`config.mk`:
```
export PLATFORM = sky130hd
export DESIGN_NAME = seg7_scan_decoder
export DESIGN_NICKNAME = d
export VERILOG_FILES = /design/src/rtl/seg7_scan_decoder.sv
export SDC_FILE = /design/constraint.sdc
export NUM_CORES = 1
export LEC_CHECK = 0
export CAP_MARGIN = 20
export CORE_UTILIZATION = 59
export CTS_BUF_LIST = sky130_fd_sc_hd__clkbuf_8
export DETAILED_ROUTE_END_ITERATION = 10
export MAX_ROUTING_LAYER = met4
export PLACE_DENSITY_LB_ADDON = 0.08
export RECOVER_POWER = 25
export SYNTH_ARGS = -nofsm -noshare
export SYNTH_HDL_FRONTEND = slang
export SYNTH_SLANG_ARGS = --single-unit
```
`constraint.sdc`:
```
create_clock -name clk -period 3.9 [get_ports clk]
set_input_delay 0.78 -clock clk [delete_from_list [all_inputs] [get_ports clk]]
set_output_delay 0.78 -clock clk [all_outputs]
set_load 0.02 [all_outputs]
```
`src/rtl/seg7_scan_decoder.sv`:
```
// Recovers the four displayed hex digits from a multiplexed, active-low 7-segment scan bus.
// Optional build macro SEG7DEC_TIMEOUT_EN adds the stale-frame timeout counter.
module seg7_scan_decoder #(
  parameter int STABLE_CYCLES  = 16,
  parameter int TIMEOUT_CYCLES = 1000000
) (
  input  logic        clk,
  input  logic        rst,
  input  logic [3:0]  AN,
  input  logic [6:0]  a_to_g,
  input  logic        point,
  output logic [15:0] disp_value,
  output logic [3:0]  dp,
  output logic [3:0]  blank,
  output logic [3:0]  err,
  output logic        frame_valid,
  output logic        stale
);

  localparam logic [7:0] CAP_CNT = 8'(STABLE_CYCLES - 1);

  logic [11:0] sync1, sync2, prev;
  logic [7:0]  cnt, cnt_next;
  logic [3:0]  s_an;
  logic [6:0]  s_seg;
  logic        s_pt;
  logic [1:0]  idx;
  logic        one_low;
  logic        capture;
  logic        commit;
  logic [3:0]  dec_nib;
  logic        dec_blank, dec_err;
  logic [15:0] sh_val;
  logic [3:0]  sh_dp, sh_blank, sh_err;
  logic [3:0]  seen;

  assign {s_an, s_seg, s_pt} = sync2;

  always_ff @(posedge clk or posedge rst) begin
    if (rst) begin
      sync1 <= '1;
      sync2 <= '1;
      prev  <= '1;
      cnt   <= '0;
    end else begin
      sync1 <= {AN, a_to_g, point};
      sync2 <= sync1;
      prev  <= sync2;
      cnt   <= cnt_next;
    end
  end

  // cnt_next equals (cycles the word has been present in sync2) - 1
  always_comb begin
    cnt_next = 8'd0;
    if (sync2 == prev)
      cnt_next = (cnt == 8'hFF) ? cnt : cnt + 8'd1;
  end

  always_comb begin
    idx     = 2'd0;
    one_low = 1'b0;
    case (s_an)
      4'b1110: begin idx = 2'd0; one_low = 1'b1; end
      4'b1101: begin idx = 2'd1; one_low = 1'b1; end
      4'b1011: begin idx = 2'd2; one_low = 1'b1; end
      4'b0111: begin idx = 2'd3; one_low = 1'b1; end
      default: begin idx = 2'd0; one_low = 1'b0; end
    endcase
  end

  assign capture = one_low && (cnt_next == CAP_CNT);
  assign commit  = (seen == 4'hF);

  always_comb begin
    dec_nib   = 4'h0;
    dec_blank = 1'b0;
    dec_err   = 1'b0;
    case (s_seg)
      7'b0000001: dec_nib = 4'h0;
      7'b1001111: dec_nib = 4'h1;
      7'b0010010: dec_nib = 4'h2;
      7'b0000110: dec_nib = 4'h3;
      7'b1001100: dec_nib = 4'h4;
      7'b0100100: dec_nib = 4'h5;
      7'b0100000: dec_nib = 4'h6;
      7'b0001111: dec_nib = 4'h7;
      7'b0000000: dec_nib = 4'h8;
      7'b0000100: dec_nib = 4'h9;
      7'b0001000: dec_nib = 4'hA;
      7'b1100000: dec_nib = 4'hB;
      7'b0110001: dec_nib = 4'hC;
      7'b1000010: dec_nib = 4'hD;
      7'b0110000: dec_nib = 4'hE;
      7'b0111000: dec_nib = 4'hF;
      7'b1111111: dec_blank = 1'b1;
      default:    dec_err = 1'b1;
    endcase
  end

  // A capture coinciding with commit goes into the freshly cleared mask
  always_ff @(posedge clk or posedge rst) begin
    if (rst) begin
      sh_val      <= '0;
      sh_dp       <= '0;
      sh_blank    <= '0;
      sh_err      <= '0;
      seen        <= '0;
      disp_value  <= '0;
      dp          <= '0;
      blank       <= '0;
      err         <= '0;
      frame_valid <= 1'b0;
    end else begin
      frame_valid <= commit;
      if (commit) begin
        disp_value <= sh_val;
        dp         <= sh_dp;
        blank      <= sh_blank;
        err        <= sh_err;
      end
      seen <= (commit ? 4'h0 : seen) | (capture ? (4'b0001 << idx) : 4'b0000);
      if (capture) begin
        sh_val[{idx, 2'b00} +: 4] <= dec_nib;
        sh_dp[idx]                <= ~s_pt;
        sh_blank[idx]             <= dec_blank;
        sh_err[idx]               <= dec_err;
      end
    end
  end

`ifdef SEG7DEC_TIMEOUT_EN
  localparam logic [23:0] TO_LIMIT = 24'(TIMEOUT_CYCLES);
  logic [23:0] to_cnt;

  always_ff @(posedge clk or posedge rst) begin
    if (rst) begin
      to_cnt <= '0;
      stale  <= 1'b0;
    end else begin
      if (frame_valid)
        to_cnt <= '0;
      else if (to_cnt != 24'hFFFFFF)
        to_cnt <= to_cnt + 24'd1;
      if (frame_valid)
        stale <= 1'b0;
      else if (to_cnt >= TO_LIMIT)
        stale <= 1'b1;
    end
  end
`else
  assign stale = 1'b0;
`endif

endmodule

```
==> flow_metrics.py, run 1 <==
metrics = {
    "worst_setup_path": {
        "cpMaxStageDelayCell": "dfstp_1",
        "max_stage_delay_ns": 0.86,
        "end_kind": "flop",
        "start_kind": "flop",
        "worst_ep_required_time_ns": 4.16,
        "crit_buf_inv": 0,
        "cp_max_fo": 16,
        "cpLargestDelayFamily": "simple AND/OR/NAND/NOR gates",
        "path_cells": "xor2_1 -> nor4_2 -> nand3_2 -> nor4_4 -> mux2_1",
        "worstSetupPathType": "reg2reg",
        "ff2ff_setup_slack_ns": 0.93,
        "cp.arrival_ns": 3.24,
    },
    "detailed_routing": {
        "wire_per_inst_um": 15.08,
        "ant_nets": 0,
        "via_per_inst": 5.375,
        "first_pass_iters": 4,
        "drcViolationCount": 0,
        "drt_iter0_markers": 190,
        "vias": 2865,
        "totalWireLength_mm": 8.037,
    },
    "timing": {
        "setup_violations": 0,
        "timing.setup.tns_ns": 0,
        "clock_skew_ns": 0.01137,
        "period_minus_slack_ns": 2.972,
        "rsz0062_at_grt": "no",
        "hold_viol_final": 0,
        "finalMaxSlewViolations": 57,
        "fmax_mhz": 336.5,
        "max-slew-margin-rel": -0.6098,
        "fin_crit_sh": 0.7621,
        "worst_pin_slew_ns": 2.401,
    },
    "placed_design": {
        "gp_congestion": 0.8333,
        "port_buffers": 42,
        "place_area_mm2": 0.004997,
        "hpwl_mm": 5.597,
    },
    "synth": {
        "synthFlopType": "dfrtp_1",
        "synth_seq_cells": 105,
        "syn_inst": 392,
        "ys_seq_area_frac": 0.5930,
        "post_synth.cell_area_avg_um2": 11.50,
        "syn_nets": 411,
        "yosysWarnings": 0,
        "ys_types": 54,
        "synth_enable_flop_cells": 0,
        "async_flop_share": 1.000,
        "syn_area_mm2": 0.004507,
    },
    "layout": {
        "fillers": 537,
        "final_area_mm2": 0.005213,
        "final_layout_size_suffix_gt1_frac": 0.1359,
        "multi_input_area_mm2": 0.001642,
        "nets": 448,
        "antenna_cells": 0,
        "seqCellArea_mm2": 0.002673,
        "syn2layout_area_growth_pct": 15.66,
    },
    "clock_network": {
        "clk_pin_slew_worst_paths_ns": 0.10,
        "postCtsSetupBuffers": 0,
        "cts_hold_buffers": 0,
        "cts_buffers": 9,
        "htreeDepth": 3,
        "cts_tree": "built",
        "cts_buffer_depth": 2,
        "cts_root_buf": "clkbuf_8",
        "clk_latency_ns": 0.37,
        "cts_resized": 0,
        "cts.sinks": 105,
    },
    "floorplanning": {
        "die_h_um": 89.40,
        "initial_core_util": 0.6148,
        "dieArea_mm2": 0.007992,
        "io_pins": 44,
        "die_x_um": 89.40,
        "core_area_mm2": 0.007331,
        "rows": 31,
    },
    "power_and_ir_drop": {
        "ir_drop_mv": 0.2948,
        "powerDensity_mw_per_mm2": 369.9,
        "power_leakage_nw": 2.164,
    },
    "global_route": {
        "grt_max_degree": 58,
        "antenna_found_initial": 0,
        "first_global_vias": 2602,
        "grt_pass1_wl_mm": 12.91,
        "overflow": 0,
        "track_usage": 0.2288,
    },
    "min_path": {
        "hp-class": "reg2reg",
    },
    "status": {
        "outcome": "finished, violations left",
        "violations": "max-capacitance violations, max-slew violations",
    },
    "flow_run": {
        "cap_viol_max_count": 1,
    },
}
==> where the power goes <==
group	switching (mW)	internal [mW]	leakage, nW
registers	0.0245	1.12	1.34
logic	0.0466	0.0309	0.717
clock network	0.390	0.316	0.111
total	0.461	1.47	2.16
==> layout make-up <==
type | instances | area share
sequential | 105 | 0.5127
inverter | 29 | 0.02112
clock buffer | 9 | 0.02376
timing repair buffer | 44 | 0.08593
multi-input combinational | 240 | 0.3149
tap | 99 | 0.02376
clock inverter | 7 | 0.01776
==> routing by layer <==
layer,part of all wire,track usage
met2,0.47,0.3407
met3,0.032,0.04709
met1,0.48,0.3151
met4,0.011,0.07792
met5,0,-
==> worst register-to-register path, cell delays in order, from the launching register on <==
cell	delay (ns)
dfstp_1	0.86
xor2_1	0.17
nor4_2	0.35
nand3_2	0.39
nor4_4	0.72
mux2_1	0.38
==> flip-flops by register name, indices dropped and copies added, names as in the netlist, 4 cells and up <==
register / flops
cnt: 8
sync2: 12
dp: 4
blank: 4
err: 4
sh_val: 16
prev: 12
sync1: 12
sh_err: 4
disp_value: 16
sh_blank: 4
seen: 4
sh_dp: 4
==> worst paths after layout <==
check                           startpoint          end  depth (start not counted)
worst max register to register    sync2[6]  sh_blank[0]                          5
worst min-delay path              sync1[2]     sync2[2]                          0
worst max-delay path              sync2[6]  sh_blank[0]                          5
min in group asynchronous              rst     blank[1]                          2
worst min register to register    sync1[2]     sync2[2]                          0
max in group asynchronous              rst       cnt[0]                          2
==> cell usage in the layout (no fill, tap or decap), types with 5 or more instances in the layout <==
cell | Yosys | final
dfrtp_1 | 69 | 69
o21ai_0 | 43 | 43
nand2_1 | 42 | 42
clkdlybuf4s50_1 | 0 | 29
inv_1 | 29 | 28
mux2i_1 | 26 | 26
dfstp_2 | 36 | 24
nor2_1 | 18 | 18
xor2_1 | 15 | 15
dlygate4sd3_1 | 0 | 13
dfstp_1 | 0 | 12
clkbuf_8 | 0 | 9
nand3_1 | 8 | 8
nor3_1 | 6 | 6
a21o_1 | 6 | 6
o211ai_1 | 5 | 5
ha_1 | 5 | 5
==> synthesized netlist by cell type, drive strengths merged, types with 2 or more instances <==
cell type | count | area (um^2)
a31oi | 2 | 12.51
nand2b | 3 | 18.77
o21ai | 45 | 229.0
nand4 | 3 | 18.77
nor3b | 2 | 15.01
mux2 | 4 | 52.55
a211oi | 2 | 15.01
mux2i | 26 | 260.3
inv | 29 | 108.9
nand3 | 9 | 50.05
dfstp | 36 | 945.9
nand3b | 2 | 15.01
nor4 | 12 | 160.1
o211ai | 5 | 37.54
or2 | 2 | 12.51
a21o | 6 | 45.04
clkbuf | 12 | 45.04
nor2 | 18 | 67.56
nand4b | 2 | 17.52
a21oi | 3 | 15.01
nor3 | 6 | 30.03
ha | 5 | 62.56
buf | 6 | 38.79
xor2 | 15 | 131.4
nand2 | 42 | 157.7
and3 | 4 | 25.02
dfrtp | 69 | 1727
xnor2 | 4 | 35.03
==> cells by family (layout without fill, tap and decap cells) <==
logic type / count (synthesis) / after routing / synth area share
AOI/OAI and AO/OA: 72 / 72 / 0.09745
and+or+nand+nor: 113 / 113 / 0.1458
muxes: 30 / 30 / 0.06941
other: 1 / 1 / 0.0008321
xor gates and xnor gates: 19 / 19 / 0.03692
buffers and inverters: 47 / 89 / 0.04275
adders and majority gates: 5 / 5 / 0.01388
DFF: 105 / 105 / 0.5930
==> per-stage QoR <==
step,setup WS (ns),hold WS (ns),instances,utilization,power (mW)
CTS,1.115,0.3632,533,0.7112,1.959
floorplan,0.4190,0.3452,392,-,1.216
finish,0.9279,0.3670,533,0.7110,1.928
global route,0.7379,0.3704,533,0.7110,2.005
detailed placement,1.139,0.3476,517,0.6817,1.249
global placement,1.209,0.3454,517,0.6817,1.245
No activity file was read; power rests on OpenSTA's default activity.
==> inputs of run 2 (changes only) <==
Settings changed: CORE_UTILIZATION 59 to 53.
Clock period 3.9 ns to 2.64 ns, I/O delays scaled along.
==> flow_metrics.py, run 2 (synthesis gave the netlist of run 1 again) <==
metrics = {
    "power_and_ir_drop": {
        "power_leakage_nw": 2.201,
        "powerDensity_mw_per_mm2": 524.4,
        "p_clk_frac": 0.342,
        "p_int_mw": 2.066,
        "ir_drop_mv": 0.3285,
        "p_switching_uw": 685.7,
        "seqPwrFrac": 0.615,
        "switching_share": 0.2492,
        "power_frac_comb": 0.043,
    },
    "detailed_routing": {
        "vias": 2938,
        "wl_met3_um": 232,
        "ant_nets": 0,
        "drt_iter0_markers": 170,
        "wire_per_inst_um": 15.39,
        "wl_met2_mm": 3.968,
        "m1WireLength_mm": 4.158,
        "totalWireLength_mm": 8.447,
        "drcViolationCount": 0,
        "via_per_inst": 5.352,
        "highest-signal-layer": "met4",
        "first_pass_iters": 4,
    },
    "layout": {
        "final_area_mm2": 0.005246,
        "nets": 458,
        "antenna_cells": 0,
        "mostFrequentLayoutCell": "dfrtp_1",
        "final_layout_size_suffix_gt1_frac": 0.1644,
        "layout_common_cells": "dfrtp_1 (69), o21ai_0 (43), nand2_1 (42)",
        "syn2layout_area_growth_pct": 16.41,
        "reg_top3": "disp_value (16), sh_val (16)",
    },
    "global_route": {
        "overflow": 0,
        "grt_pass1_wl_mm": 14.11,
        "grt_max_degree": 56,
        "first_global_vias": 2799,
        "antenna_found_initial": 0,
        "track_usage": 0.2180,
    },
    "worst_setup_path": {
        "worstSetupPathType": "reg2reg",
        "max_stage_delay_ns": 0.67,
        "cp_max_fo": 7,
        "cp.arrival_ns": 2.73,
        "path_cells": "xor2_1 -> and3_1 -> ha_1 -> o211ai_1 -> nor4_4 -> buf_4 -> mux2_4",
        "cpLargestDelayFamily": "simple AND/OR/NAND/NOR gates",
        "crit_buf_inv": 1,
        "cp-startpoint": "sync2[10]",
        "start_kind": "flop",
        "cpMaxStageDelayCell": "dfstp_1",
        "worstReg2RegStart": "sync2[10]",
        "end_kind": "flop",
        "worst_ep_required_time_ns": 2.91,
    },
    "clock_network": {
        "cts_root_buf": "clkbuf_8",
        "clk_pin_slew_worst_paths_ns": 0.11,
        "cts_buffer_depth": 2,
        "clk_latency_ns": 0.37,
        "cts_resized": 0,
        "cts_hold_buffers": 0,
        "htreeDepth": 3,
        "cts.sinks": 105,
        "cts_buffers": 9,
        "cts_tree": "built",
        "postCtsSetupBuffers": 0,
    },
    "placed_design": {
        "gp_congestion": 0.8362,
        "port_buffers": 42,
        "hpwl_mm": 6.019,
        "post-place-ws_ns": 0.1723,
        "place_area_mm2": 0.005086,
    },
    "floorplanning": {
        "rows": 33,
        "core_area_mm2": 0.008217,
        "die_x_um": 94.22,
        "die_h_um": 94.22,
        "dieArea_mm2": 0.008876,
        "io_pins": 44,
        "initial_core_util": 0.5485,
    },
    "timing": {
        "period_minus_slack_ns": 2.459,
        "layout_setup_ws_ns": 0.1806,
        "clock_skew_ns": 0.01619,
        "max-slew-margin-rel": 0.4107,
        "timing.setup.tns_ns": 0,
        "setup_violations": 0,
        "finalMaxSlewViolations": 0,
        "worst_pin_slew_ns": 0.8840,
        "fmax_mhz": 406.6,
        "rsz0062_at_grt": "no",
        "fin_crit_sh": 0.9316,
        "hold_viol_final": 0,
    },
    "min_path": {
        "holdCritStartpoint": "sync1[3]",
        "hp-class": "reg2reg",
    },
    "flow_run": {
        "cap_viol_max_count": 0,
    },
    "status": {
        "outcome": "completed",
    },
}
==> run 2: changes by cell type in the layout (fill, tap and decap cells not counted), sizes merged <==
cell / previous run / this run
bufinv: 1 / 0
clkbuf: 9 / 11
clkinv: 1 / 2
buf: 2 / 10
==> run 2: metal layers <==
layer | up-vias | global-route usage
li1 | 1429 | -
met1 | 1443 | 0.3033
met2 | 59 | 0.3219
met3 | 7 | 0.04854
met4 | 0 | 0.06154
met5 | - | -
==> run 2: stage by stage <==
stage | total power, mW | utilization | hold slack [ns] | std cells
final | 2.751 | 0.6385 | 0.3600 | 549
after CTS | 2.794 | 0.6415 | 0.3604 | 548
after detailed placement | 1.855 | 0.6190 | 0.3468 | 532
after global routing | 2.868 | 0.6385 | 0.3593 | 549
after floorplan | 1.797 | - | 0.3452 | 392
after global placement | 1.853 | 0.6190 | 0.3457 | 532
==> run 2: cell type report <==
class	count	area, um^2
Inverter	29	110.1
Multi-Input combinational cell	240	1642
Clock buffer	9	123.9
Clock inverter	7	61.31
Sequential cell	105	2673
Fill cell	669	2970
Timing Repair Buffer	54	505.5
Tap cell	105	131.4
==> run 2: power by group through the flow <==
stage	Clock [mW]	Combinational, mW	Sequential (mW)
final	0.941	0.118	1.69
after global routing	1.03	0.135	1.70
after CTS	0.968	0.132	1.69
after detailed placement	0	0.131	1.72
after global placement	0	0.131	1.72
after floorplan	0	0.0925	1.70
==> run 2: worst paths after layout <==
path	to	slack, ns	cells after the start
setup reg to reg	sh_blank[2]	0.18	7
hold / removal	sync2[3]	0.36	0
max in group asynchronous	sh_val[8]	0.71	3
min in group asynchronous	disp_value[3]	0.66	2
setup / recovery	sh_blank[2]	0.18	7
hold reg to reg	sync2[3]	0.36	0
==> inputs of run 3 (changes only) <==
Settings changed: ABC_CLOCK_PERIOD_IN_PS from default to 2300, CORE_UTILIZATION 53 to 59, PLACE_DENSITY from default to 0.94, PLACE_DENSITY_LB_ADDON 0.08 to default.
Clock period 2.64 ns to 2.3 ns, I/O delays scaled along.
==> flow_metrics.py, run 3 (synthesis gave the netlist of run 1 again) <==
metrics = {
    "layout": {
        "fillers": 479,
        "multi_input_area_mm2": 0.001677,
        "mostFrequentLayoutCell": "dfrtp_1",
        "seqCellArea_mm2": 0.002673,
        "nets": 463,
        "final_layout_size_suffix_gt1_frac": 0.1902,
        "reg_top3": "disp_value (16), sh_val (16)",
        "syn2layout_area_growth_pct": 18.82,
        "final_area_mm2": 0.005355,
        "layout_common_cells": "dfrtp_1 (69), o21ai_0 (43), nand2_1 (42)",
        "antenna_cells": 0,
        "layoutNonFillerInstCount": 546,
    },
    "worst_setup_path": {
        "cp.arrival_ns": 2.55,
        "cpLargestDelayFamily": "simple AND/OR/NAND/NOR gates",
        "cpMaxStageDelayCell": "or4b_1",
        "ff2ff_setup_slack_ns": 0.02,
        "cp_max_fo": 10,
        "worstSetupPathType": "reg2reg",
        "worst_ep_required_time_ns": 2.57,
        "crit_buf_inv": 2,
        "max_stage_delay_ns": 0.68,
        "start_kind": "flop",
        "end_kind": "flop",
        "path_cells": "buf_12 -> buf_4 -> or3b_1 -> a21bo_2 -> a21oi_1 -> or4b_1 -> mux2i_1",
    },
    "clock_network": {
        "cts_hold_buffers": 0,
        "cts_tree": "built",
        "clk_latency_ns": 0.36,
        "cts_root_buf": "clkbuf_8",
        "cts.sinks": 105,
        "htreeDepth": 3,
        "cts_buffers": 9,
        "clk_pin_slew_worst_paths_ns": 0.10,
        "cts_buffer_depth": 2,
    },
    "detailed_routing": {
        "via_per_inst": 5.595,
        "ant_nets": 0,
        "wire_per_inst_um": 15.99,
        "totalWireLength_mm": 8.733,
        "drt_iter0_markers": 186,
        "first_pass_iters": 7,
        "vias": 3055,
        "drcViolationCount": 0,
    },
    "timing": {
        "clock_skew_ns": 0.01285,
        "hold_viol_final": 0,
        "worst_pin_slew_ns": 1.346,
        "fin_crit_sh": 0.9902,
        "setup_violations": 0,
        "period_minus_slack_ns": 2.277,
        "fmax_mhz": 439.1,
        "max-slew-margin-rel": 0.1025,
        "layout_setup_ws_ns": 0.02262,
        "finalMaxSlewViolations": 0,
    },
    "placed_design": {
        "gp_congestion": 0.8542,
        "post-place-ws_ns": 0.02204,
        "place_area_mm2": 0.005081,
        "placedCellCount": 528,
        "port_buffers": 42,
        "hpwl_mm": 5.839,
    },
    "min_path": {
        "hp-class": "reg2reg",
    },
    "floorplanning": {
        "dieArea_mm2": 0.007992,
        "io_pins": 44,
        "rows": 31,
        "die_h_um": 89.40,
        "core_area_mm2": 0.007331,
        "die_x_um": 89.40,
        "initial_core_util": 0.6148,
    },
    "status": {
        "outcome": "completed",
    },
    "global_route": {
        "overflow": 0,
        "antenna_found_initial": 0,
        "track_usage": 0.2447,
        "grt_pass1_wl_mm": 14.10,
        "grt_max_degree": 106,
        "first_global_vias": 3022,
    },
    "power_and_ir_drop": {
        "power_leakage_nw": 2.233,
        "ir_drop_mv": 0.4426,
        "powerDensity_mw_per_mm2": 613.6,
    },
    "flow_run": {
        "cap_viol_max_count": 0,
    },
}
[run 3: power breakdown]
group / total [mW] / switching, mW / leakage [nW] / internal [mW]
Clock: 1.19 / 0.591 / 0.103 / 0.604
Sequential: 1.94 / 0.0344 / 1.34 / 1.90
Combinational: 0.154 / 0.0956 / 0.789 / 0.0587
[run 3: cell type report]
| type | instances | area share |
|---|---|---|
| Multi-Input combinational cell | 240 | 0.3131 |
| Inverter | 29 | 0.02103 |
| Clock buffer | 9 | 0.02313 |
| Timing Repair Buffer | 59 | 0.1054 |
| Clock inverter | 5 | 0.01519 |
| Sequential cell | 105 | 0.4991 |
| Tap cell | 99 | 0.02313 |
[run 3: through the flow]
| stage | power, mW | hold WS, ns | setup TNS [ns] | utilization |
|---|---|---|---|---|
| floorplan | 2.063 | 0.3452 | 0 | - |
| global placement | 2.114 | 0.3452 | 0 | 0.6931 |
| detailed placement | 2.124 | 0.3468 | 0 | 0.6931 |
| CTS | 3.299 | 0.3595 | 0 | 0.7211 |
| global route | 3.409 | 0.3609 | -0.09899 | 0.7305 |
| finish | 3.286 | 0.3581 | 0 | 0.7305 |
[run 3: metal layers]
metal,up-vias,part of all wire,track usage
met2,84,0.52,0.3997
met4,0,0.020,0.08802
met3,18,0.036,0.04524
met5,-,0,-
met1,1523,0.42,0.3070
li1,1430,-,-
[run 3: timing repair]
item,CTS,global route
hold endpoints to repair,0,0
setup endpoints to repair,0,29
gates resized for setup,0,8
buffers inserted,0,4
[run 3: path summary, 6_finish.rpt]
| check | from | end | depth (start not counted) |
|---|---|---|---|
| worst max-delay path | sync2[6] | sh_err[3] | 7 |
| worst min-delay path | sync1[2] | sync2[2] | 0 |
| worst max register to register | sync2[6] | sh_err[3] | 7 |
| worst min register to register | sync1[2] | sync2[2] | 0 |
| max in group asynchronous | rst | sh_val[3] | 3 |
| min in group asynchronous | rst | cnt[0] | 3 |
